--- src/rtl/ps2_move_queue.sv ---
// Turns PS/2 key-press edges into move commands and queues them for the cube-rotation engine.
// Define MOVE_CANCEL_EN to let a push of a move's inverse remove the matching tail entry.
module ps2_move_queue #(
  parameter int unsigned DEPTH  = 8,
  parameter int unsigned CODE_W = 4,
  localparam int unsigned ADDR_W = $clog2(DEPTH)
) (
  input  logic              clk,
  input  logic              rst_n,
  input  logic [CODE_W-1:0] key_code,
  input  logic              key_pressed,
  output logic              move_valid,
  output logic [CODE_W-1:0] move_code,
  input  logic              move_ready,
  output logic [ADDR_W:0]   q_count,
  output logic              overflow
);

  localparam logic [CODE_W-1:0] CodeMin   = CODE_W'(2);
  localparam logic [CODE_W-1:0] CodeMax   = CODE_W'(13);
  localparam logic [ADDR_W:0]   CountFull = (ADDR_W+1)'(DEPTH);

  logic [CODE_W-1:0] mem_q [DEPTH];
  logic [ADDR_W-1:0] rd_ptr_q, rd_ptr_d;
  logic [ADDR_W-1:0] wr_ptr_q, wr_ptr_d;
  logic [ADDR_W:0]   count_q, count_d;
  logic [CODE_W-1:0] code_q;
  logic              pressed_q;
  logic              overflow_q;

  logic code_ok, push_ev, pop, cancel, wr_en, drop;

  assign code_ok = (key_code >= CodeMin) && (key_code <= CodeMax);
  // A new press is a rising edge, or a different key appearing while still held.
  assign push_ev = key_pressed && code_ok && (!pressed_q || (key_code != code_q));
  assign pop     = (count_q != '0) && move_ready;

`ifdef MOVE_CANCEL_EN
  localparam logic [CODE_W-1:0] InvMask  = CODE_W'(1);
  localparam logic [ADDR_W:0]   CountOne = (ADDR_W+1)'(1);
  logic [ADDR_W-1:0] tail_ptr;
  assign tail_ptr = wr_ptr_q - 1'b1;
  // A lone tail that is leaving this cycle cannot be cancelled; the push is queued instead.
  assign cancel = push_ev && (count_q != '0) &&
                  (mem_q[tail_ptr] == (key_code ^ InvMask)) &&
                  !((count_q == CountOne) && pop);
`else
  assign cancel = 1'b0;
`endif

  assign wr_en = push_ev && !cancel && ((count_q != CountFull) || pop);
  assign drop  = push_ev && !cancel && !wr_en;

  always_comb begin
    rd_ptr_d = rd_ptr_q;
    wr_ptr_d = wr_ptr_q;
    count_d  = count_q;
    if (pop) begin
      rd_ptr_d = rd_ptr_q + 1'b1;
      count_d  = count_d - 1'b1;
    end
    if (wr_en) begin
      wr_ptr_d = wr_ptr_q + 1'b1;
      count_d  = count_d + 1'b1;
    end
    if (cancel) begin
      wr_ptr_d = wr_ptr_q - 1'b1;
      count_d  = count_d - 1'b1;
    end
  end

  always_ff @(posedge clk or negedge rst_n) begin
    if (!rst_n) begin
      rd_ptr_q   <= '0;
      wr_ptr_q   <= '0;
      count_q    <= '0;
      pressed_q  <= 1'b0;
      code_q     <= '0;
      overflow_q <= 1'b0;
    end else begin
      rd_ptr_q   <= rd_ptr_d;
      wr_ptr_q   <= wr_ptr_d;
      count_q    <= count_d;
      pressed_q  <= key_pressed;
      code_q     <= key_code;
      overflow_q <= drop;
    end
  end

  // Storage is reset so that move_code reads 0 straight out of reset.
  always_ff @(posedge clk or negedge rst_n) begin
    if (!rst_n) begin
      for (int unsigned i = 0; i < DEPTH; i++) begin
        mem_q[i] <= '0;
      end
    end else if (wr_en) begin
      mem_q[wr_ptr_q] <= key_code;
    end
  end

  assign move_valid = (count_q != '0);
  assign move_code  = mem_q[rd_ptr_q];
  assign q_count    = count_q;
  assign overflow   = overflow_q;

endmodule

--- config.mk ---
export PLATFORM = sky130hd
export DESIGN_NAME = ps2_move_queue
export DESIGN_NICKNAME = d
export VERILOG_FILES = /design/src/rtl/ps2_move_queue.sv
export SDC_FILE = /design/constraint.sdc
export NUM_CORES = 1
export LEC_CHECK = 0
export CAP_MARGIN = 10
export CORE_UTILIZATION = 58
export CTS_CLUSTER_SIZE = 20
export DETAILED_ROUTE_END_ITERATION = 16
export GPL_TIMING_DRIVEN = 1
export HOLD_SLACK_MARGIN = 0.05
export PLACE_DENSITY = 0.79
export SKIP_LAST_GASP = 1
export SYNTH_ARGS = -nofsm -noshare
export SYNTH_HDL_FRONTEND = slang
export SYNTH_SLANG_ARGS = --single-unit
--- constraint.sdc ---
create_clock -name clk -period 3 [get_ports clk]
set_clock_uncertainty 0.2 [all_clocks]
set_input_delay 0.6 -clock clk [delete_from_list [all_inputs] [get_ports clk]]
set_output_delay 0.6 -clock clk [all_outputs]
set_load 0.005 [all_outputs]
After elaboration in Yosys (flattened, before gate mapping)
Index checks and enable logic that the tools add are counted.
{ "word_totals": {"ff_bits": 48, "word_cells": 47} }
{ "classes": {"n_eq_ne": 2, "bitwise_logic": 2, "muxes": 8, "reduce_logical": 12, "addsub": 4, "n_lt_le_gt_ge": 5} }
{ "op_table": {"columns": ["op", "n"], "rows": [
  ["$bwmux 32", 1],
  ["$mux 4", 5],
  ["$bmux 4 s3", 1],
  ["$demux 4 s3", 1],
  ["$ge 4x4->1 const B", 2],
  ["$not 3->4", 2],
  ["$logic_and 1x1->1", 7],
  ["$add 3x1->3 const B", 2],
  ["$add 4x1->4 const B", 1],
  ["$ge 4x2->1 const B", 1],
  ["$le 4x4->1 const B", 1],
  ["$lt 4x1->1 const B", 1],
  ["$ne 4x4->1", 1],
  ["$ne 4x4->1 const B", 1],
  ["$reduce_bool 4->1", 1],
  ["$sub 4x1->4 const B", 1],
  ["$logic_not 1->1", 2],
  ["$logic_or 1x1->1", 2]
]} }

Longest topological paths before layout
{ "depth": {"word_depth": 7, "ltp_mapped": 9, "mapped_depth_nobuf": 8} }

Least setup slack after synthesis
No wires, ideal clock.
{ "synth_path": {"path_kind": "register to register", "startpoint": "reg count_q[0], in the netlist q_count[0]", "endpoint": "reg count_q[1], in the netlist q_count[1]", "required_ns": 2.675, "arrival_ns": 2.171, "path_buffers": 1, "setup_ns": 0.125, "path_slack_ns": 0.504, "stages_incl_launch_ff": 9, "path_cell_list": "dfrtp_1 > inv_1 > ha_1 > clkbuf_2 > or3b_2 > nand2_1 > mux2i_1 > ha_1 > mux2_2"} }
{ "synth_via": {"elab_chain_len": 5, "word_cells_on_any_way": 9, "cone_classes": "add/sub: 2; eq/ne: 1; mux: 2; reduce/logical: 4"} }
{ "synth_rtl": {"columns": ["element", "line", "rtl"], "rows": [
  ["start: declaration", "26", "logic [ADDR_W:0] count_q, count_d;"],
  ["start signal: assignment", "83", "count_q <= count_d;"],
  ["$reduce_bool 4->1 (*)", null, null],
  ["net move_valid", "12", "output logic move_valid,"],
  ["$logic_and 1x1->1 (*)", "36", "assign pop = (count_q != '0) && move_ready;"],
  ["$mux 4 / $logic_or 1x1->1 (equally long branches)", "58, 51", null],
  ["$add 4x1->4 / $logic_and 1x1->1 (equally long branches)", "64, 51", null],
  ["$mux 4 (*)", "62", "if (wr_en) begin"],
  ["net count_d[1]", "26", null]
]} }
Mark *: on every way through the listed nets, which the timed path passes. The rest lies on a longest branch.
A chain may end at the register's enable or synchronous reset.

Worst setup path in the final report
{ "layout_path": {"startpoint": "reg rd_ptr_q[0]", "endpoint": "out move_code[2]"} }
{ "layout_via": {"elab_chain_len": 4} }
{ "layout_rtl": {"columns": ["element", "line", "rtl"], "rows": [
  ["start: declaration", "24", "logic [ADDR_W-1:0] rd_ptr_q, rd_ptr_d;"],
  ["start signal: assignment", "81", "rd_ptr_q <= rd_ptr_d;"],
  ["$not 3->4 (implied by the code)", "102", "assign move_code = mem_q[rd_ptr_q];"],
  ["$bmux 4 s3", "102", null],
  ["$mux 4 (implied by the code) (2 in series)", "102", null],
  ["end: declaration", "13", "output logic [CODE_W-1:0] move_code,"]
]} }
No other way between the ends. The select of a mux whose other input is x is not followed.

==> flow_summary.yaml <==
yosys:
  synthArstFlopShare: 1.00
  ys_seq_area_frac: 0.498
  ys_types: 40
  yosys_most_used_dff: "dfrtp_1"
  yosys_warnings: 0
  syn_inst: 169
  ys_seq_elements: 48
  synth_edf_count: 0
  syn_area_um2: 2410
  synthesis.nets: 181
  syn_area_per_cell_um2: 14.3
cts:
  clock_latency_ps: 300
  path_clk_slew_ps: 90
  clkSinkCount: 48
  postCtsHoldBufs: 0
  cts-htree-levels: 2
  cts_setup_buffers: 0
  cts_buffers: 5
  cts_tree: "done"
  cts_buffer_depth: 2
  cts_resized: 0
  cts-root-buf: "clkbuf_8"
run:
  drv_cap: 0
global_route:
  grtUsageTotal: 0.226
  grt_pass1_wl_mm: 7.02
  antenna_found_initial: 0
  grt_max_degree: 49
  grt_overflow: 0
  grt_pass1_vias: 1387
floorplanning:
  fp.dieArea_um2: 4420
  fp.dieW_um: 66.5
  pin_count: 18
  initial_core_util: 0.603
  die_y_um: 66.5
  core-area_um2: 4000
  row_count: 23
placed_design:
  place.detailed.hpwl_mm: 3.05
  gp_congestion: 0.788
  place_inst: 234
  portBuffers: 17
timing:
  setup_viol: 0
  rsz0062_at_grt: "no"
  drv_slew: 0
  period_needed_ps: 2900
  setup_tns_ps: 0
  hold_viol_final: 0
  finalCritPeriodShare: 0.968
  fmaxAchievable_mhz: 344
  worstMarginPinSlew_ps: 1030
  maxSlewHeadroom: 0.312
hold_path:
  hold_path.class: "in2async"
detailed_routing:
  wl_mm: 4.24
  wl_per_cell_um: 17.5
  viasPerCell: 5.70
  route.detailed.drc: 0
  vias: 1380
  antenna_left: 0
  dr.pass1.iters: 4
  drt-initial-drc-count: 34
worst_setup_path:
  crit_fanout: 10
  cp-end-kind: "primary output"
  crit_path_start_kind: "register"
  critical_path_required_ps: 2200
  worstPathArrival_ps: 2100
  crit_type: "reg2out"
cells_and_area:
  regArea_um2: 1200
  fin_nets: 203
  syn2layout_area_growth_pct: 13.9
  utilization: 0.688
  multi_input_area_um2: 1140
  drive_gt1_frac: 0.380
  fillers: 280
  fin_cells: 242
  antenna_cells: 0
pwr:
  ir_worst_vdd_mv: 0.617
  leakage_nw: 1.21
  power_mw: 2.86
  p_per_area_nw_per_um2: 1040
outcome:
  status: "completed"
[final cells by class]
class                   count  area share
inverters                   2     0.00273
clock inverters             2     0.00500
multi-input cells         107       0.415
flip-flops and latches     48       0.437
clock buffers               6      0.0300
repair buffers             27      0.0874
well taps                  50      0.0227
[report_power, final]
part           internal (mW)  switching [mW]
logic                  0.842           0.406
registers              0.937           0.273
clock network          0.189           0.214
total                   1.97           0.893
[flip-flops by register name, summed over array words and instances (netlist names)]
register	flops
overflow	1
wr_ptr_q	3
pressed_q	1
rd_ptr_q	3
q_count	4
mem_q	32
code_q	4
[routing by layer]
| layer | track usage | vias up | routed length (um) |
|---|---|---|---|
| li1 | - | 657 | - |
| met1 | 0.301 | 697 | 1930 |
| met2 | 0.371 | 20 | 2170 |
| met3 | 0.0411 | 6 | 88 |
| met4 | 0.0798 | 0 | 58 |
| met5 | 0 | - | 0 |
[worst max-delay path, stage by stage, from the launching register on]
cell,delay (ps)
dfrtp_1,330
buf_4,220
mux4_2,550
mux2_2,270
clkdlybuf4s50_1,440
[logic make-up (layout without fill, tap and decap cells)]
family                     count (synthesis)  count (layout)  share of synthesized area
AOI/OAI and AO/OA                          7               7                     0.0207
xor gates and xnor gates                  11              11                     0.0399
adders and majority gates                  4               4                     0.0207
buffers and inverters                     14              37                     0.0290
DFF                                       48              48                      0.498
muxes                                     49              49                      0.284
and+or+nand+nor                           36              36                      0.108
[path summary, 6_finish.rpt]
kind,from,endpoint,slack (ps),cells after the start
min,rst_n,mem_q[15]$_DFFE_PN0P_,270,1
max reg2reg,q_count[0]$_DFF_PN0_,q_count[1]$_DFF_PN0_,350,7
min reg2reg,mem_q[0]$_DFFE_PN0P_,mem_q[0]$_DFFE_PN0P_,310,1
max in group asynchronous,rst_n,q_count[2]$_DFF_PN0_,1690,1
max,rd_ptr_q[0]$_DFFE_PN0N_,move_code[2],100,4
min in group clk,mem_q[0]$_DFFE_PN0P_,mem_q[0]$_DFFE_PN0P_,310,1
[cell usage after synthesis (2+ instances only)]
master	instances	area (um2)
ha_1	4	50.1
dfrtp_1	48	1200
mux2_2	26	293
nand2_1	7	26.3
mux2_4	12	180
or4b_4	2	27.5
buf_2	7	35.0
inv_1	2	7.51
nand3_1	5	25.0
mux2i_1	2	20.0
clkbuf_1	2	7.51
nor2_1	4	15.0
and3_1	2	12.5
a21oi_1	2	10.0
mux4_2	8	180
xnor2_1	10	87.6
nor3_1	3	15.0
[layout by cell type (no fill, tap or decap), types with 3 or more instances in the layout]
| cell type | instances |
|---|---|
| clkdlybuf4s50_1 | 16 |
| nand2_1 | 7 |
| mux4_2 | 8 |
| dfrtp_1 | 48 |
| clkbuf_8 | 6 |
| mux2_4 | 12 |
| mux2_2 | 26 |
| nor3_1 | 3 |
| nand3_1 | 5 |
| xnor2_1 | 10 |
| ha_1 | 4 |
| nor2_1 | 4 |
| buf_4 | 10 |
[stage by stage]
stage / area [um2] / hold WS (ps) / setup slack [ps]
after floorplan: 2410 / 104 / 504
after CTS: 2750 / 307 / 69.8
after detailed placement: 2650 / 289 / 118
final: 2750 / 270 / 97.1
after global placement: 2650 / 275 / 162
after global routing: 2750 / 312 / 20.4
Power figures use the tool's default switching activity.
==> edit: new RTL, same flow settings <==
Add a define of `MOVE_CANCEL_EN`.
--- a/src/rtl/ps2_move_queue.sv
+++ b/src/rtl/ps2_move_queue.sv
@@ -1,5 +1,7 @@
 // Turns PS/2 key-press edges into move commands and queues them for the cube-rotation engine.
 // Define MOVE_CANCEL_EN to let a push of a move's inverse remove the matching tail entry.
+`define MOVE_CANCEL_EN
+
 module ps2_move_queue #(
   parameter int unsigned DEPTH  = 8,
   parameter int unsigned CODE_W = 4,
Behaviour: not the same (a bounded check fails within 4 cycles, from zero or initial values and one cycle with rst_n low).
==> edit against the original RTL <==
The flow now finishes with violations (setup timing); setup slack worse by 0.41 ns; first-iteration DRC count grew to 5.4 times the old value; cell area rose by 49%; sequential cell count stayed put; wire length up 120%; register-to-register slack got worse by 0.64 ns; synthesized area grew 20%; critical endpoint is now q_count[2]; largest cell class is now multi-input combinational cells; highest routed layer unchanged.
Power is not compared: it rests on default switching activity, and its combinational part moved more than twofold at a synthesized area within 25%.
==> edit: results (changes against the original RTL) <==
metric,value,unit,change
Synth Flop Type,dfrtp_1,,unchanged
Final Setup Violations,31,,was 0
Critical R2R Capture,q_count[2],,was q_count[1]
first-pass GRT wire length,12850,µm,was 7017 µm
M1 wire length,3600,µm,was 1925 µm
RR Startpoint,wr_ptr_q[0],,was q_count[0]
"Max FO, Critical Path",5,,was 10
"top cells by count, synth","dfrtp_1 (48), mux2_2 (33), mux4_2 (16), nand2_1 (11), xnor2_1 (10)",,"was dfrtp_1 (48), mux2_2 (26), mux2_4 (12), xnor2_1 (10), mux4_2 (8)"
Register-to-Register Path Depth,13,,was 7
largest net degree at the start of global routing,49,,unchanged
grt met3 use,6.906,%,was 4.110%
ant diodes,0,,unchanged
CP endpoint kind,flip-flop,,was output port
met1 usage,40.67,%,was 30.11%
initial antenna violation count,0,,unchanged
share of cells above drive strength 1,52.84,%,was 38.02%
H-Tree Depth,2,,unchanged
Top Family by Delay on Critical Path,compound AO/OA/AOI/OAI gates,,was multiplexers
wire per inst,26.28,µm,was 17.51 µm
M2 GR Usage,58.26,%,was 37.12%
Hold WC Path Type,in2async,,unchanged
Setup crit start,key_code[3],,was rd_ptr_q[0]
yosys warns,0,,unchanged
Worst EP arrival,3.31,ns,was 2.10 ns
sequential share of the synthesized area,41.31,%,was 49.77%
Largest Register,mem_q,,unchanged
Synthesized Nets,232,,was 181
met2 WL,4663,µm,was 2165 µm
Finished Layout Cells,349,,was 242
clock latency on the worst-skew pair,0.31,ns,
failing checks,setup timing,,
slew of the pin with the lowest slew margin,1.114,ns,was 1.032 ns
met3 wire length,580,µm,was 88 µm
Placed Cells,327,,was 234
vias in the first global route,2419,,was 1387
Yosys cell types,47,,was 40
final hold slack,0.2967,ns,was 0.2700 ns
Post-DP HPWL,5056,µm,was 3053 µm
largest stage delay on the critical path,0.59,ns,was 0.55 ns
gpl congestion,0.9412,,was 0.7876
Peak VDD IR,0.8503,mV,
clk slew on worst S/H paths,0.10,ns,
pre-CTS WS,-0.3476,ns,was 0.1182 ns
largest cells by area after synthesis,"dfrtp_1 (41%), mux2_2 (13%), mux4_2 (12%), a2111oi_4 (5.7%), ha_1 (3.0%)",,"was dfrtp_1 (50%), mux2_2 (12%), mux2_4 (7.5%), mux4_2 (7.5%), xnor2_1 (3.6%)"
status,"finished, violations left",,"was finished, final reports clean"
worst setup margin,-0.3083,ns,was 0.09711 ns
"Slowest-stage cell, CP",clkdlybuf4s50_1,,was mux4_2
Clk. pwr,644,µW,
initial drt markers,185,,was 34
Tot GR Track Use,34.22,%,was 22.60%
DRT Pass-1 Iters,5,,was 4
R2R setup slack,-0.29,ns,was 0.35 ns
Final Slew Violations,0,,unchanged
Seq pwr share,21.1,%,
syn_area_per_cell,13.40,µm²,was 14.28 µm²
via count,2320,,was 1380
nets@finish,296,,was 203
edit: kinds of logic after synthesis:
kind of cell / after synthesis / synth area share (%)
compound gates: 32 / 12.39
xor+xnor: 18 / 5.422
fa+ha+maj: 7 / 3.012
buf+inv: 18 / 2.840
flops: 48 / 41.31
mux: 57 / 28.06
simple gates: 37 / 6.972
edit: layout make-up:
class,count,area [µm²]
clock buffers,5,68.82
clock inverters,3,90.09
multi-input cells,152,1917
fillers,197,700.7
inverters,5,22.52
repair buffers,69,699.4
flip-flops and latches,48,1204
well taps,67,83.83
edit: repair_timing:
action / in CTS / in global routing
gates resized for setup: 27 / 30
pin swaps: 8 / 14
setup buffers: 7 / 6
gates cloned: 2 / 1
setup endpoints to repair: 37 / 41
edit: per-stage QoR:
step           area, µm²  setup TNS [ns]
6_report            4085          -6.837
5_1_grt             4085          -9.395
4_1_cts             3884          -2.730
3_5_place_dp        3493          -9.327
3_3_place_gp        3493          -7.083
2_1_floorplan       3040          -9.610
